===== config.mk =====
export PLATFORM = sky130hd
export DESIGN_NAME = obstacle_step_scheduler
export DESIGN_NICKNAME = d
export VERILOG_FILES = /design/src/rtl/obstacle_step_scheduler.sv
export SDC_FILE = /design/constraint.sdc
export NUM_CORES = 1
export LEC_CHECK = 0
export ABC_AREA = 1
export CORE_MARGIN = 2
export CORE_UTILIZATION = 50
export CTS_CLUSTER_SIZE = 14
export DETAILED_ROUTE_END_ITERATION = 8
export MAX_ROUTING_LAYER = met4
export PLACE_DENSITY = 0.74
export RECOVER_POWER = 25
export SETUP_SLACK_MARGIN = 0.1
export SYNTH_ARGS = -nofsm -noshare
export SYNTH_HDL_FRONTEND = slang
export SYNTH_SLANG_ARGS = --single-unit

===== constraint.sdc =====
create_clock -name clk -period 3.2 [get_ports clk]
set_clock_uncertainty 0.1 [all_clocks]
set_input_delay 0.96 -clock clk [delete_from_list [all_inputs] [get_ports clk]]
set_output_delay 0.96 -clock clk [all_outputs]
set_load 0.01 [all_outputs]

===== src/rtl/obstacle_step_scheduler.sv =====
// Obstacle step sequencer: programmable step period, interlocked with the draw engine.
// Define OBSTACLE_SPEED_RAMP_EN to enable the level/period difficulty ramp.
module obstacle_step_scheduler #(
    parameter int unsigned BASE_PERIOD     = 60000,
    parameter int unsigned MIN_PERIOD      = 20000,
    parameter int unsigned PERIOD_DEC      = 2000,
    parameter int unsigned STEPS_PER_LEVEL = 320
) (
    input  logic        clk,
    input  logic        rst,
    input  logic [1:0]  game_state,
    input  logic        enable,
    input  logic        draw_done,
    output logic        step,
    output logic        draw_req,
    output logic [3:0]  level,
    output logic [16:0] period
);

    localparam logic [1:0] GS_IDLE = 2'd0;
    localparam logic [1:0] GS_RUN  = 2'd1;
    localparam logic [1:0] GS_WIN  = 2'd2;
    localparam logic [1:0] GS_OVER = 2'd3;

    localparam logic [16:0] BASE = 17'(BASE_PERIOD);

    localparam bit PARAMS_OK = (MIN_PERIOD >= 2) && (MIN_PERIOD <= BASE_PERIOD) &&
                               (BASE_PERIOD < 131072) && (PERIOD_DEC < 131072) &&
                               (STEPS_PER_LEVEL >= 1);

    if (!PARAMS_OK) begin : g_bad_params
        $error("obstacle_step_scheduler: illegal parameter combination");
    end

    typedef enum logic [2:0] {
        S_IDLE,
        S_COUNT,
        S_STEP,
        S_WAIT,
        S_FROZEN
    } state_e;

    state_e      state;
    logic [16:0] cnt;
    logic [16:0] last;
    logic        at_last;
    logic        halt;
    logic        idle_req;

    assign last     = period - 17'd1;
    // >= so that a period that shrinks below the running count fires at once
    assign at_last  = (cnt >= last);
    assign halt     = (game_state == GS_WIN) || (game_state == GS_OVER);
    assign idle_req = (game_state == GS_IDLE);

    always_ff @(posedge clk or posedge rst) begin
        if (rst) begin
            state    <= S_IDLE;
            cnt      <= '0;
            step     <= 1'b0;
            draw_req <= 1'b0;
        end else if (idle_req) begin
            state    <= S_IDLE;
            cnt      <= '0;
            step     <= 1'b0;
            draw_req <= 1'b0;
        end else begin
            unique case (state)
                S_IDLE: begin
                    if (game_state == GS_RUN) begin
                        state <= S_COUNT;
                        cnt   <= '0;
                    end
                end
                S_COUNT: begin
                    if (halt) begin
                        state    <= S_FROZEN;
                        cnt      <= '0;
                        step     <= 1'b0;
                        draw_req <= 1'b0;
                    end else if (enable) begin
                        if (at_last) begin
                            state    <= S_STEP;
                            cnt      <= '0;
                            step     <= 1'b1;
                            draw_req <= 1'b1;
                        end else begin
                            cnt <= cnt + 17'd1;
                        end
                    end
                end
                S_STEP: begin
                    if (halt) begin
                        state    <= S_FROZEN;
                        cnt      <= '0;
                        step     <= 1'b0;
                        draw_req <= 1'b0;
                    end else begin
                        step <= 1'b0;
                        if (enable) begin
                            cnt <= cnt + 17'd1;
                        end
                        if (draw_done) begin
                            state    <= S_COUNT;
                            draw_req <= 1'b0;
                        end else begin
                            state <= S_WAIT;
                        end
                    end
                end
                S_WAIT: begin
                    if (halt) begin
                        state    <= S_FROZEN;
                        cnt      <= '0;
                        step     <= 1'b0;
                        draw_req <= 1'b0;
                    end else if (draw_done && at_last) begin
                        // Late step: the redraw overran a full period, restart the count
                        state <= S_STEP;
                        cnt   <= '0;
                        step  <= 1'b1;
                    end else begin
                        if (enable) begin
                            cnt <= at_last ? last : cnt + 17'd1;
                        end
                        if (draw_done) begin
                            state    <= S_COUNT;
                            draw_req <= 1'b0;
                        end
                    end
                end
                S_FROZEN: begin
                    cnt      <= '0;
                    step     <= 1'b0;
                    draw_req <= 1'b0;
                end
                default: begin
                    state    <= S_IDLE;
                    cnt      <= '0;
                    step     <= 1'b0;
                    draw_req <= 1'b0;
                end
            endcase
        end
    end

`ifdef OBSTACLE_SPEED_RAMP_EN
    localparam int unsigned SCW = (STEPS_PER_LEVEL > 1) ? $clog2(STEPS_PER_LEVEL) : 1;
    localparam logic [SCW-1:0] STEP_LAST = SCW'(STEPS_PER_LEVEL - 1);
    localparam logic [17:0]    DEC18     = 18'(PERIOD_DEC);
    localparam logic [16:0]    MINP      = 17'(MIN_PERIOD);

    logic [SCW-1:0] step_cnt;
    logic [17:0]    dec_diff;
    logic [16:0]    next_period;
    logic           advance;

    assign dec_diff    = {1'b0, period} - DEC18;
    assign next_period = (dec_diff[17] || (dec_diff[16:0] < MINP)) ? MINP : dec_diff[16:0];
    // Only a live step counts; a freeze arriving during S_STEP leaves level/period untouched
    assign advance     = (state == S_STEP) && (game_state == GS_RUN);

    always_ff @(posedge clk or posedge rst) begin
        if (rst) begin
            step_cnt <= '0;
            level    <= '0;
            period   <= BASE;
        end else if (idle_req) begin
            step_cnt <= '0;
            level    <= '0;
            period   <= BASE;
        end else if (advance) begin
            if (step_cnt == STEP_LAST) begin
                step_cnt <= '0;
                period   <= next_period;
                if (level != 4'd15) begin
                    level <= level + 4'd1;
                end
            end else begin
                step_cnt <= step_cnt + SCW'(1);
            end
        end
    end
`else
    assign level  = 4'd0;
    assign period = BASE;
`endif

endmodule


==> out/qor.yml <==
viasPerCell: 5.17
grt_max_degree: 23
holdBufCountCts: 0
startpoint_type: "primary input"
htreeDepth: 1
finalSetupTns_ns: 0
ys_seq_area_share_pct: 27.6
post-place-ws_ns: 0.281
syn-cell-area_um2: 2000
rows: 22
worst_r2r_path_depth: 9
tritoncts: "built"
fin_cells: 368
crit_slowest_cell: "clkdlybuf4s50_1"
synth.area.top_cells: "dfrtp_1 (28%), nand2_1 (20%), buf_4 (7.9%)"
wl_um: 4740
fin_ws_ns: 0.547
timing.final.crit_share_pct: 82.9
cp-startpoint: "game_state[1]"
rsz0062_at_grt: "no"
hold_path.class: "reg2reg"
synth.top_cell.area_share_pct: 27.6
port_buffers: 7
end_kind: "flip-flop"
yosys.cell_types.count: 29
place_congestion: 0.948
overflow: 0
synth-edff-count: 0
min_from: "draw_req"
path_max_fanout: 15
postRouteAntennaNets: 0
max_stage_delay_ns: 0.58
initial_utilization_pct: 53.3
path_class: "in2reg"
yosys_warnings: 0
cts_max_path_buffers: 2
ys_async_sr_fraction_pct: 100
vdd_drop_max_mv: 0.393
grt_usage_pct: 24.3
die_h_um: 67.2
cts-root-buf: "clkbuf_8"
yosys_register_bits: 22
fmax_mhz: 377
clk_latency_ns: 0.27
grt_pass1_vias: 1760
dieArea_um2: 4520
drv_cap: 0
ctsResizeCount: 0
status: "finished, final reports clean"
die_width_um: 67.2
fin_nets: 328
rr_endpoint: "cnt[5]"
netlist_instances: 313
total_power_mw: 0.906
path_cells: "clkdlybuf4s50_1 > nor2_1 > nor4_2 > nand2_2 > nand2_2 > nor2_2 > nand2_1 > nand2_1"
grt_pass1_wl_um: 8020
core_area_um2: 3740
r2r-start: "cnt[0]"
finalSetupViolations: 0
final_cell_area_um2: 2080
via_count: 1904
rrSetupSlack_ns: 0.69
arrival_ns: 2.73
final-hold-violation-count: 0
drive_gt1_share_pct: 7.19
dp_cells: 364
area_growth_pct: 3.95
holdPathEnd: "draw_req"
p_leak_nw: 1.13
synth.avg_cell_area_um2: 6.38
ios: 29
drc: 0
grt_antenna_before_repair: 0
first_pass_iters: 4
cts_inserted_buffers: 3
synth.largest_area_cell: "dfrtp_1"
maxSlewHeadroom_pct: 17.5
maxSlewViolCount: 0
worstMarginPinSlew_ns: 1.24
synth-main-ff-cell: "dfrtp_1"
initialDrtViolationCount: 223
holdPathStages: 2
place_area_um2: 2020
period_minus_slack_ns: 2.65
wl_per_cell_um: 12.9
path_clk_slew_ns: 0.09
cts_sinks: 22
num_antenna_cells: 0
cp.required_ns: 3.27
hpwl_um: 3650
powerDensity_nw_per_um2: 436
post_cts_buffers: 0
-- sequential cells by signal, summed over array words and instances (netlist names) --
register and cells:
cnt 17, step 1, draw_req 1, state 3
-- synthesized netlist by cell type (2+ instances only) --
cell type	number
conb_1	2
dfrtp_1	22
nand2_1	104
nor2_2	2
xnor2_1	2
nor2_4	2
inv_2	3
nand2_4	3
xor2_1	5
o21ai_0	4
a21oi_1	3
nor2_1	32
nand3_1	25
nor3_1	3
inv_1	38
nand3_4	2
o21ai_1	5
nand2_2	3
buf_6	2
nand4_1	22
buf_4	21
-- worst max-delay path, delay by kind of cell --
kind / cells / cell delay [ns]
simple gates: 7 / 1.16
buf+inv: 1 / 0.58
-- metrics by stage --
stage | hold slack, ns | utilization [%]
6_report | 0.386 | 55.4
5_1_grt | 0.404 | 55.4
4_1_cts | 0.392 | 55.5
3_5_place_dp | 0.370 | 54.1
3_3_place_gp | 0.365 | 54.1
2_1_floorplan | 0.391 | -
-- layer usage --
layer | part of all wire (%) | GRT usage, % | vias up
met1 | 45 | 31.5 | 868
met3 | 5.2 | 4.67 | 6
met5 | 0 | - | -
met2 | 49 | 39.5 | 59
li1 | - | - | 971
met4 | 0.72 | 5.61 | 0
-- power by group --
group / internal [mW] / switching (mW) / leakage (nW)
registers: 0.300 / 0.0303 / 0.305
clock network: 0.110 / 0.0988 / 0.0288
logic: 0.102 / 0.265 / 0.801
-- placed cells by master, fill, tap and decap left out --
cell             count
nor4_2               1
o21ai_0              4
nor3_1               3
xnor2_1              2
nand2_4              3
nand2_1            104
clkbuf_1             1
buf_4                1
xor2_1               5
nand3_4              2
o21ai_1              5
inv_1               38
clkbuf_8             4
nand4_1             22
ha_1                 1
nor2_1              32
nand2_2              3
a21oi_1              3
clkdlybuf4s50_1      6
o211ai_1             1
dfrtp_1             22
a21oi_4              1
nand3_1             25
inv_2                3
conb_1              21
nor2_4               2
a31o_2               1
nor2_2               2
o22ai_1              1
dlygate4sd3_1        1
-- worst max-delay path by stage --
stage | to | slack (ns) | cells past startpoint
6_report | cnt[11] | 0.55 | 8
5_1_grt | cnt[9] | 0.41 | 8
4_1_cts | cnt[11] | 0.56 | 8
3_5_place_dp | cnt[11] | 0.28 | 8
3_3_place_gp | cnt[0] | 0.37 | 8
2_1_floorplan | cnt[0] | 1.12 | 9
-- area by class of cell --
cell class / instances / area (um2)
clock buffer: 4 / 55.1
fill: 396 / 1670
inverter: 41 / 154
multi-input combinational: 244 / 1170
sequential: 22 / 551
tap: 48 / 60.1
timing repair buffer: 9 / 81.3
-- cell families (layout without fill, tap and decap cells) --
group	Yosys count	in the layout	synth area share [%]
other cells	2	21	0.376
fa+ha+maj	1	1	0.626
compound gates	16	16	4.95
xor+xnor	7	7	3.07
buf+inv	66	54	17.2
simple gates	199	199	46.2
flops	22	22	27.6
(Power assumes the default switching activity.)
